## src/rtl/pipe_ctrl_pkg.sv

```systemverilog
// Shared types and reset constants for the pipeline sequencing controller.
package pipe_ctrl_pkg;
   localparam int REG_W        = 4;
   localparam int FLUSH_CNT_W  = 2;

   typedef enum logic [1:0] {
      RUN      = 2'd0,
      MEM_WAIT = 2'd1,
      FLUSH    = 2'd2
   } state_t;

   localparam state_t                 RST_STATE       = RUN;
   localparam logic                   RST_BRANCH_PEND = 1'b0;
   localparam logic [FLUSH_CNT_W-1:0] RST_FLUSH_CNT   = '0;
endpackage

```

## src/rtl/hazard_detect.sv

```systemverilog
// Combinational hazard term. With FORWARD_EN defined only load-use stalls;
// otherwise any EX/MEM write-back to an ID source register stalls.
module hazard_detect
   import pipe_ctrl_pkg::*;
(
   input  logic [REG_W-1:0] src1,
   input  logic [REG_W-1:0] src2,
   input  logic             two_src,
   input  logic             id_valid,
   input  logic             exe_wb_en,
   input  logic [REG_W-1:0] exe_dest,
   input  logic             exe_mem_read,
   input  logic             mem_wb_en,
   input  logic [REG_W-1:0] mem_dest,
   output logic             hazard
);

`ifdef FORWARD_EN
   // MEM-stage results are forwarded, so they never stall.
   logic unused_mem;
   assign unused_mem = mem_wb_en ^ (^mem_dest);

   assign hazard = id_valid & exe_wb_en & exe_mem_read &
                   ((exe_dest == src1) | (two_src & (exe_dest == src2)));
`else
   logic unused_ld;
   logic hit_src1;
   logic hit_src2;
   assign unused_ld = exe_mem_read;

   assign hit_src1 = (exe_wb_en & (exe_dest == src1)) | (mem_wb_en & (mem_dest == src1));
   assign hit_src2 = (exe_wb_en & (exe_dest == src2)) | (mem_wb_en & (mem_dest == src2));
   assign hazard   = id_valid & (hit_src1 | (two_src & hit_src2));
`endif

endmodule

```

## src/rtl/pipe_hazard_ctrl.sv

```systemverilog
// Freeze/flush sequencing for the 5-stage core plus a saturating stall counter.
// Hazard rules selected by FORWARD_EN (see hazard_detect).
//
// state    | meaning
// RUN      | normal flow; branch flush and hazard stalls are combinational
// MEM_WAIT | data memory busy; front and back frozen, branch remembered
// FLUSH    | remaining IF/ID squash cycles after a taken branch
module pipe_hazard_ctrl
   import pipe_ctrl_pkg::*;
#(
   parameter int FLUSH_CYCLES = 1,
   parameter int CNT_W        = 16
) (
   input  logic             clk,
   input  logic             rst,
   input  logic [REG_W-1:0] src1,
   input  logic [REG_W-1:0] src2,
   input  logic             two_src,
   input  logic             id_valid,
   input  logic             exe_wb_en,
   input  logic [REG_W-1:0] exe_dest,
   input  logic             exe_mem_read,
   input  logic             mem_wb_en,
   input  logic [REG_W-1:0] mem_dest,
   input  logic             branch_taken,
   input  logic             mem_req,
   input  logic             mem_ready,
   output logic             if_freeze,
   output logic             id_flush,
   output logic             id_bubble,
   output logic             back_freeze,
   output logic             hazard,
   output logic [CNT_W-1:0] stall_cnt
);

   // The branch cycle in RUN/FLUSH is already the first squash cycle.
   localparam bit                     MULTI_FLUSH = (FLUSH_CYCLES > 1);
   localparam logic [FLUSH_CNT_W-1:0] FC_FULL     = FLUSH_CNT_W'(FLUSH_CYCLES - 1);
   localparam logic [FLUSH_CNT_W-1:0] FC_REST     = MULTI_FLUSH ? FLUSH_CNT_W'(FLUSH_CYCLES - 2) : '0;

   state_t                 state_q, state_d;
   logic [FLUSH_CNT_W-1:0] flush_cnt_q, flush_cnt_d;
   logic                   branch_pend_q, branch_pend_d;
   logic                   hz_raw;
   logic                   mem_stall;

   assign mem_stall = mem_req & ~mem_ready;

   hazard_detect u_hazard_detect (
      .src1         (src1),
      .src2         (src2),
      .two_src      (two_src),
      .id_valid     (id_valid),
      .exe_wb_en    (exe_wb_en),
      .exe_dest     (exe_dest),
      .exe_mem_read (exe_mem_read),
      .mem_wb_en    (mem_wb_en),
      .mem_dest     (mem_dest),
      .hazard       (hz_raw)
   );

   always_ff @(posedge clk or negedge rst) begin
      if (!rst) begin
         state_q       <= RST_STATE;
         flush_cnt_q   <= RST_FLUSH_CNT;
         branch_pend_q <= RST_BRANCH_PEND;
      end else begin
         state_q       <= state_d;
         flush_cnt_q   <= flush_cnt_d;
         branch_pend_q <= branch_pend_d;
      end
   end

   always_comb begin
      state_d       = state_q;
      flush_cnt_d   = flush_cnt_q;
      branch_pend_d = branch_pend_q;
      case (state_q)
         RUN: begin
            if (mem_stall) begin
               state_d       = MEM_WAIT;
               branch_pend_d = branch_taken;
            end else if (branch_taken) begin
               state_d     = MULTI_FLUSH ? FLUSH : RUN;
               flush_cnt_d = FC_REST;
            end
         end
         MEM_WAIT: begin
            if (branch_taken) branch_pend_d = 1'b1;
            if (mem_ready) begin
               branch_pend_d = 1'b0;
               if (branch_pend_q | branch_taken) begin
                  state_d     = FLUSH;
                  flush_cnt_d = FC_FULL;
               end else begin
                  state_d = RUN;
               end
            end
         end
         FLUSH: begin
            // An interrupted flush is replayed in full once memory returns.
            if (mem_stall) begin
               state_d       = MEM_WAIT;
               branch_pend_d = 1'b1;
            end else if (branch_taken) begin
               state_d     = MULTI_FLUSH ? FLUSH : RUN;
               flush_cnt_d = FC_REST;
            end else if (flush_cnt_q == '0) begin
               state_d = RUN;
            end else begin
               flush_cnt_d = flush_cnt_q - FLUSH_CNT_W'(1);
            end
         end
         default: state_d = RUN;
      endcase
   end

   always_comb begin
      if_freeze   = 1'b0;
      id_flush    = 1'b0;
      id_bubble   = 1'b0;
      back_freeze = 1'b0;
      hazard      = rst & hz_raw;
      if (rst) begin
         case (state_q)
            RUN: begin
               if (mem_stall) begin
                  if_freeze   = 1'b1;
                  back_freeze = 1'b1;
               end else if (branch_taken) begin
                  id_flush = 1'b1;
               end else begin
                  if_freeze = hz_raw;
                  id_bubble = hz_raw;
               end
            end
            MEM_WAIT: begin
               if_freeze   = 1'b1;
               back_freeze = ~mem_ready;
            end
            FLUSH: begin
               if (mem_stall) begin
                  if_freeze   = 1'b1;
                  back_freeze = 1'b1;
               end else begin
                  id_flush = 1'b1;
               end
            end
            default: ;
         endcase
      end
   end

   always_ff @(posedge clk or negedge rst) begin
      if (!rst) begin
         stall_cnt <= '0;
      end else if (if_freeze && (stall_cnt != {CNT_W{1'b1}})) begin
         stall_cnt <= stall_cnt + CNT_W'(1);
      end
   end

endmodule

```

## config.mk

```make
export PLATFORM = sky130hd
export DESIGN_NAME = pipe_hazard_ctrl
export DESIGN_NICKNAME = d
export VERILOG_FILES = /design/src/rtl/pipe_ctrl_pkg.sv /design/src/rtl/hazard_detect.sv /design/src/rtl/pipe_hazard_ctrl.sv
export SDC_FILE = /design/constraint.sdc
export NUM_CORES = 1
export LEC_CHECK = 0
export CORE_ASPECT_RATIO = 1.1
export CORE_MARGIN = 4
export CORE_UTILIZATION = 49
export CTS_CLUSTER_DIAMETER = 80
export DETAILED_ROUTE_END_ITERATION = 7
export MAX_ROUTING_LAYER = met4
export PLACE_DENSITY_LB_ADDON = 0.1
export RECOVER_POWER = 50
export SETUP_SLACK_MARGIN = 0.1
export SYNTH_ARGS = -nofsm -noshare
export SYNTH_HDL_FRONTEND = slang
export SYNTH_HIERARCHICAL = 1
export SYNTH_SLANG_ARGS = --single-unit
```

## constraint.sdc

```tcl
create_clock -name clk -period 3.71 [get_ports clk]
set_input_delay 0.371 -clock clk [delete_from_list [all_inputs] [get_ports clk]]
set_output_delay 0.371 -clock clk [all_outputs]
set_load 0.05 [all_outputs]
```

## Word level (Yosys, flattened, before mapping)

Cells that the tools add are included.

- Bitwise logic cells: 13
- Multiplexer cells: 35
- Add/sub/neg operators: 2
- Reductions and logical operators: 8
- Equality and inequality tests: 18

Operator list:

| operator | number |
|---|---|
| $mux 2 | 13 |
| $add 16x1->16 const B | 1 |
| $eq 4x4->1 | 4 |
| $mux 1 | 16 |
| $ne 16x16->1 const B | 1 |
| $ne 2x2->1 const B | 7 |
| $pmux 2 s3 | 2 |
| $ne 3x3->1 const B | 3 |
| $and 1x1->1 | 8 |
| $reduce_and 7->1 | 1 |
| $pmux 1 s3 | 2 |
| $logic_not 2->1 | 2 |
| $ne 4x4->1 const B | 1 |
| $or 1x1->1 | 4 |
| $pmux 1 s2 | 2 |
| $reduce_and 4->1 | 1 |
| $reduce_and 3->1 | 1 |
| $reduce_bool 3->1 | 1 |
| $eq 2x1->1 const B | 1 |
| $eq 2x2->1 const B | 1 |
| $reduce_or 2->1 | 1 |
| $sub 2x1->2 const B | 1 |
| $logic_and 1x1->1 | 1 |
| $not 1->1 | 1 |

- Output and inout port bits: 21
- Word-level logic and storage cells: 80
- Input bits: 26
- Bits in registers: 21

## Longest topological paths before layout

Gate-level depths: netlist (run 1).

- Word-level depth: 11
- Depth in mapped cells: 10
- Gate-level depth less buffers: 9

## Hierarchy

Netlist (run 1), hierarchy kept.

By module, submodules not included:

| module | sequential area each (µm²) | times used | area each (µm²) | cells an instance |
|---|---|---|---|---|
| pipe_hazard_ctrl | 525.5 | 1 | 1237.4 | 129 |
| hazard_detect | 0.0 | 1 | 193.9 | 25 |

## Worst setup path after synthesis (run 1)

OpenSTA, ideal clock, no wires.

- Kind: reg-to-output
- Start: register state_q[0]
- End: output port back_freeze
- Stages on the path, launching flop included: 5
- Slack: 1.323 ns
- Required time: 3.339 ns
- Buffers on the path: 0
- Arrival time: 2.016 ns
- Cells stage by stage: dfrtp_1 -> inv_1 -> ha_1 -> o21ai_0 -> a21boi_0

- Cells in the longest elaborated chain, start to end: 4
- Elaborated cells between the ends (all ways): 6
- Classes of those cells: eq/ne: 2; mux: 2; reduce/logical: 2

Ends and longest elaborated chain:

| item | RTL line | RTL |
|---|---|---|
| from (decl) | pipe_hazard_ctrl.sv:41 | `state_t state_q, state_d;` |
| from (signal assigned) | pipe_hazard_ctrl.sv:68 | `state_q <= state_d;` |
| $eq 2x2->1 or $logic_not 2->1 (tied branches) | pipe_hazard_ctrl.sv:125 | `case (state_q)` |
| $reduce_or 2->1 (no line) | n/a |  |
| $pmux 1 s2 * | pipe_hazard_ctrl.sv:125 |  |
| $mux 1 * | pipe_hazard_ctrl.sv:124 | `if (rst) begin` |
| to (decl) | pipe_hazard_ctrl.sv:31 | `output logic back_freeze,` |

Mark *: on every way between the ends. The rest lies on a longest branch, timed or not.

## Worst setup path in the final report (run 1)

- Start: input port src2[0]
- End: output port if_freeze

- Cells in the longest elaborated chain, start to end: 10
- Elaborated cells between the ends (all ways): 12
- Classes of those cells: eq/ne: 2; mux: 4; bitwise: 6

Ends and longest elaborated chain:

| item | RTL line | RTL |
|---|---|---|
| from (decl) | pipe_hazard_ctrl.sv:17 | `input logic [REG_W-1:0] src2,` |
| $eq 4x4->1 | hazard_detect.sv:32 | `assign hit_src2 = (exe_wb_en & (exe_dest == src2)) \| (mem_wb_en & (mem_dest == src2));` |
| $and 1x1->1 | hazard_detect.sv:32 |  |
| $or 1x1->1 * | hazard_detect.sv:32 |  |
| $and 1x1->1 * | hazard_detect.sv:33 | `assign hazard = id_valid & (hit_src1 \| (two_src & hit_src2));` |
| $or 1x1->1 * | hazard_detect.sv:33 |  |
| $and 1x1->1 * | hazard_detect.sv:33 |  |
| named net hz_raw | pipe_hazard_ctrl.sv:44 | `logic hz_raw;` |
| $mux 1 * | pipe_hazard_ctrl.sv:130 | `end else if (branch_taken) begin` |
| $mux 1 * | pipe_hazard_ctrl.sv:127 | `if (mem_stall) begin` |
| $pmux 1 s3 * | pipe_hazard_ctrl.sv:125 |  |
| $mux 1 * | pipe_hazard_ctrl.sv:124 |  |
| to (decl) | pipe_hazard_ctrl.sv:28 | `output logic if_freeze,` |

Mark *: on every way through the listed nets, which the timed path passes. The rest lies on a longest branch.

==> results of run 1 <==
-- per-stage QoR --
| step | area (sq um) | hold slack (ns) | utilization | power (mW) |
|---|---|---|---|---|
| CTS | 1940 | 0.445 | 0.699 | 0.936 |
| global placement | 1910 | 0.486 | 0.689 | 0.809 |
| floorplan | 1430 | 0.0754 | - | 0.670 |
| finish | 1940 | 0.511 | 0.699 | 0.922 |
| global route | 1940 | 0.532 | 0.699 | 0.994 |
| detailed placement | 1910 | 0.488 | 0.689 | 0.826 |
-- report_power, final --
part           internal (mW)  leakage, nW  switching [mW]
Clock                 0.0402       0.0177          0.0697
Sequential             0.278        0.277          0.0479
Combinational          0.187        0.560           0.300
Total                  0.505        0.854           0.417
-- state kept, by name, indices dropped and copies added (netlist names) --
name and count:
flush_cnt_q 2, state_q 2, stall_cnt 16, branch_pend_q 1
-- path summary, 6_finish.rpt --
kind	from	slack (ns)	depth (start not counted)	to
setup / recovery	src2[0]	0.44	9	if_freeze
hold / removal	rst	0.51	2	state_q[1]
setup reg to reg	state_q[0]	1.63	7	stall_cnt[9]
hold reg to reg	stall_cnt[10]	0.52	1	stall_cnt[10]
max in group asynchronous	rst	2.97	2	stall_cnt[4]
min in group clk	stall_cnt[10]	0.52	1	stall_cnt[10]
-- cell usage in the layout (no fill, tap or decap), types with 7 or more instances in the layout --
| master | netlist | layout |
|---|---|---|
| sky130_fd_sc_hd__clkdlybuf4s50_1 | 0 | 39 |
| sky130_fd_sc_hd__dfrtp_1 | 21 | 21 |
| sky130_fd_sc_hd__ha_1 | 7 | 7 |
| sky130_fd_sc_hd__inv_1 | 7 | 7 |
| sky130_fd_sc_hd__nand2_1 | 14 | 14 |
| sky130_fd_sc_hd__nand3_1 | 8 | 8 |
| sky130_fd_sc_hd__nor2_1 | 11 | 11 |
| sky130_fd_sc_hd__nor4_1 | 7 | 7 |
| sky130_fd_sc_hd__xor2_1 | 23 | 23 |
-- cell families (layout without fill, tap and decap cells) --
family / Yosys count / after routing / synth area share
buf+inv: 9 / 57 / 0.0297
mux: 5 / 5 / 0.0393
fa+ha+maj: 7 / 7 / 0.0612
simple gates: 65 / 65 / 0.239
xor+xnor: 29 / 29 / 0.177
flops: 21 / 21 / 0.367
compound gates: 18 / 18 / 0.0865
-- worst reg2reg max path: stages, from the launching register on --
cell and delay [ns]:
sky130_fd_sc_hd__dfrtp_1 0.43, sky130_fd_sc_hd__inv_1 0.12, sky130_fd_sc_hd__ha_1 0.29, sky130_fd_sc_hd__nand3b_1 0.13
sky130_fd_sc_hd__o21ai_1 0.17, sky130_fd_sc_hd__o211ai_2 0.29, sky130_fd_sc_hd__nor4_1 0.42, sky130_fd_sc_hd__xor2_1 0.17
-- layout make-up --
class	count	share of cell area
Clock inverter	1	0.00258
Tap cell	33	0.0213
Sequential cell	21	0.271
Multi-Input combinational cell	124	0.445
Inverter	7	0.0135
Timing Repair Buffer	46	0.236
Clock buffer	3	0.0116
-- routing by layer --
metal,up-vias,routed length (microns),global-route usage
met5,-,0,-
met4,0,13,0.0388
met3,2,172,0.0219
met2,37,1840,0.342
met1,637,1440,0.226
li1,631,-,-
==> metrics.yaml, run 1 <==
status: "completed"
dp_hpwl_microns: 2710
die-width_microns: 59.5
min_period_over_period: 0.880
core_area_sq_um: 2780
postSynth.topFlopCell: "sky130_fd_sc_hd__dfrtp_1"
timing.critical_path.slowest_cell_delay_ns: 0.82
synth_most_common_cell: "sky130_fd_sc_hd__xor2_1"
finClkSkew_ns: 0.0127
cts-buffers-inserted: 3
diodes: 0
cts.hold.buffers_added: 0
timing.critical_path.required_ns: 3.34
hold_violations: 0
postCtsSetupRepairBufs: 0
route.detailed.vias_per_inst: 5.56
placed_cells_incl_taps: 231
worst-endpoint-arrival_ns: 2.89
pin_count: 47
cells_after_synthesis: 154
synth_top_area_frac: 0.367
synth.cell_area_sq_um: 1430
fin_tns_setup_ns: 0
critical_path.endpoint_type: "output port"
global_route_overflow: 0
ys.warnings.count: 6
num-fill-cells: 219
layout_cells_sized_above_1: 0.0594
max-clock-path-buffers: 2
cts.clk_slew.worst_paths_ns: 0.12
final_critical_path_setup_slack_ns: 0.445
root_buffer: "sky130_fd_sc_hd__clkbuf_4"
nNetsFinal: 236
async_reset_ff_frac: 1.00
route.detailed.wl_per_inst_microns: 14.7
grt_pass1_vias: 1308
synth_enable_flop_cells: 0
layout_min_cycle_time_ns: 3.27
drc_violations_left: 0
port-buffer-count: 45
cp_cell_sequence: "clkdlybuf4s50_1, xnor2_1, nand3_1, nor4_1, o41a_1, nand3b_1, o21ai_1, o21a_1, clkdlybuf4s50_1"
critical_path.slowest_cell: "sky130_fd_sc_hd__clkdlybuf4s50_1"
wire_length_of_the_first_global_routing_pass_microns: 5730
crit_buf_inv: 2
grt_usage: 0.190
tritoncts: "built"
startpoint_to_endpoint_class_of_the_critical_path: "in2out"
synthesis.nets: 187
yosys.cell_types.count: 34
first_pass_iteration_count_of_the_detailed_router: 4
area_growth_syn_to_layout_pct: 35.7
grt_setup_unrepaired: "no"
worstMarginPinSlew_ns: 0.588
cap_viol_max_count: 0
die_y_microns: 64.7
regArea_sq_um: 526
cellPowerDensity_nw_per_um2: 475
multi_input_comb_area_sq_um: 863
dp_slack_ns: 0.460
num_rows: 20
hold_path_class: "in2async"
final-instance-count-excl-fill: 235
initialDrtViolationCount: 45
initial_core_util: 0.515
power.leakage_nw: 0.854
seq_area_frac_synth: 0.367
cts_repair_resizes: 0
worst_path_most_repeated_cell: "sky130_fd_sc_hd__clkdlybuf4s50_1"
yosys.area.top_type: "sky130_fd_sc_hd__dfrtp_1"
ant_nets: 0
routed-via-count: 1307
clock_insertion_delay_worst_skew_ns: 0.31
synth_top_cells_by_count: "sky130_fd_sc_hd__xor2_1 (23), sky130_fd_sc_hd__dfrtp_1 (21), sky130_fd_sc_hd__nand2_1 (14), sky130_fd_sc_hd__nor2_1 (11), sky130_fd_sc_hd__nand3_1 (8)"
cts.sink_count: 21
synth_top_cells_by_area: "sky130_fd_sc_hd__dfrtp_1 (37%), sky130_fd_sc_hd__xor2_1 (14%), sky130_fd_sc_hd__ha_1 (6.1%), sky130_fd_sc_hd__nand2_1 (3.7%), sky130_fd_sc_hd__xnor2_1 (3.7%)"
worst_setup_path_start_kind: "input pin"
finalWeightedCongestion: 0.807
cpLargestDelayFamily: "buffers and inverters"
antenna_found_initial: 0
max_slew_margin: 0.607
design.die.area_sq_um: 3850
htree_depth: 1
ir_drop_mv: 0.378
totalWireLength_microns: 3460
synth_area_per_cell_sq_um: 9.29
maxClockFrequency_ghz: 0.306
maximum_number_of_pins_on_one_net_before_global_route_repair: 24
path_max_fanout: 4
final_number_of_setup_violating_endpoints: 0
report.final.slew_viol_count: 0
yosys_register_bits: 21
Power figures use the tool's default switching activity.
==> run 2: changes to the inputs <==
CORE_UTILIZATION = 45   (was 49)
==> run 2 against run 1 <==
Effect of this change: register-to-register slack got worse by 0.04 ns; count of clock-buffer cells in the layout is 1 higher; largest power group unchanged; clock skew is 0.0059 ns lower.
==> metrics.yaml, run 2 (same netlist as run 1, synthesis figures left out) <==
status: "completed"
die_y_microns: 67.2
diodes: 0
cellPowerDensity_nw_per_um2: 480
route.detailed.vias_per_inst: 5.42
first_pass_iteration_count_of_the_detailed_router: 4
final_number_of_setup_violating_endpoints: 0
timing.reg2reg.setup_slack_ns: 1.59
tritoncts: "built"
drc_violations_left: 0
layout_min_cycle_time_ns: 3.25
totalWireLength_microns: 3530
cts.clk_slew.worst_paths_ns: 0.11
ant_nets: 0
design.die.area_sq_um: 4150
layout_cells_sized_above_1: 0.0495
reg.largest.list: "stall_cnt: 16 flops, flush_cnt_q: 2 flops, state_q: 2 flops"
timing.critical_path.required_ns: 3.34
critical_path.endpoint_type: "output port"
cap_viol_max_count: 0
initial_core_util: 0.470
hold_violations: 0
maximum_number_of_pins_on_one_net_before_global_route_repair: 24
num_rows: 21
routed-via-count: 1279
largest_reg_flops: 16
path_max_fanout: 23
cts.hold.buffers_added: 0
max_flop_register: "stall_cnt"
global_route_overflow: 0
grt_pass1_vias: 1330
die-width_microns: 61.8
dp_hpwl_microns: 2810
layout_commonest_cell: "sky130_fd_sc_hd__clkdlybuf4s50_1"
area_growth_syn_to_layout_pct: 35.4
startpoint_to_endpoint_class_of_the_critical_path: "in2out"
postCtsSetupRepairBufs: 0
maxClockFrequency_ghz: 0.308
min_period_over_period: 0.876
fin_tns_setup_ns: 0
wire_length_of_the_first_global_routing_pass_microns: 5820
core_area_sq_um: 3050
finClkSkew_ns: 0.00671
most_frequent_cells_in_the_layout: "sky130_fd_sc_hd__clkdlybuf4s50_1 (40), sky130_fd_sc_hd__xor2_1 (23), sky130_fd_sc_hd__dfrtp_1 (21)"
pin_count: 47
max-clock-path-buffers: 2
ir_drop_mv: 0.342
worst_setup_path_start_kind: "input pin"
power.leakage_nw: 0.851
max_slew_margin: 0.211
htree_depth: 1
power.total_uw: 930
cts_repair_resizes: 0
report.final.slew_viol_count: 0
grt_usage: 0.188
worst-endpoint-arrival_ns: 2.88
grt_setup_unrepaired: "no"
clock_insertion_delay_worst_skew_ns: 0.30
route.detailed.wl_per_inst_microns: 14.9
worstMarginPinSlew_ns: 1.18
port-buffer-count: 45
root_buffer: "sky130_fd_sc_hd__clkbuf_4"
finalWeightedCongestion: 0.825
cts-buffers-inserted: 3
nNetsFinal: 236
initialDrtViolationCount: 63
cts.sink_count: 21
hold_path_class: "reg2reg"
antenna_found_initial: 0
## run 2: changes by cell type in the layout (fill, tap and decap cells not counted), sizes merged
cell and change:
buf -1, clkbuf +2, clkdlybuf4s50 +1, clkinv -1, dlygate4sd3 -1
## run 2: worst max-delay path, stage by stage
cell                              delay [ns]
sky130_fd_sc_hd__clkdlybuf4s50_1        0.50
sky130_fd_sc_hd__clkbuf_1               0.89
sky130_fd_sc_hd__nand2_1                0.17
sky130_fd_sc_hd__nor2_1                 0.15
sky130_fd_sc_hd__clkdlybuf4s50_1        0.81
## run 2: final cells by class
cell class | instances | area (sq um)
repair buffers | 46 | 454
clock buffers | 4 | 26.3
inverters | 7 | 26.3
fillers | 255 | 1110
well taps | 34 | 42.5
flip-flops and latches | 21 | 526
multi-input cells | 124 | 863
## run 2: stage by stage
stage / instance area [sq um] / utilization / hold slack [ns] / std cells / worst slack [ns]
after floorplan: 1430 / - / 0.0754 / 154 / 1.32
after CTS: 1940 / 0.637 / 0.494 / 236 / 0.461
after detailed placement: 1920 / 0.628 / 0.499 / 232 / 0.447
final: 1940 / 0.636 / 0.526 / 236 / 0.458
after global routing: 1940 / 0.636 / 0.553 / 236 / 0.191
after global placement: 1920 / 0.628 / 0.487 / 232 / 0.537
## run 2: power breakdown
part | total [mW] | internal [mW] | switching (mW)
Sequential | 0.327 | 0.278 | 0.0491
Combinational | 0.493 | 0.190 | 0.304
Clock | 0.110 | 0.0419 | 0.0678
## run 2: per-layer routing
layer	vias up	wire length [microns]	track usage
met3	5	163	0.0191
met1	604	1450	0.204
met5	-	0	-
li1	638	-	-
met4	0	43	0.0557
met2	32	1860	0.352
## run 2: final timing paths
check | start | to | depth (start not counted)
worst min-delay path | stall_cnt[10] | stall_cnt[10] | 1
worst min register to register | stall_cnt[10] | stall_cnt[10] | 1
worst max register to register | state_q[0] | stall_cnt[9] | 7
worst max-delay path | rst | id_flush | 5
min in group asynchronous | rst | state_q[0] | 2
max in group asynchronous | rst | stall_cnt[11] | 2
==> run 3: changes to the inputs <==
TNS_END_PERCENT = 30   (was unset)
==> results of run 3 <==
Same layout as run 2: the final DEF is identical, and so are final timing and power.
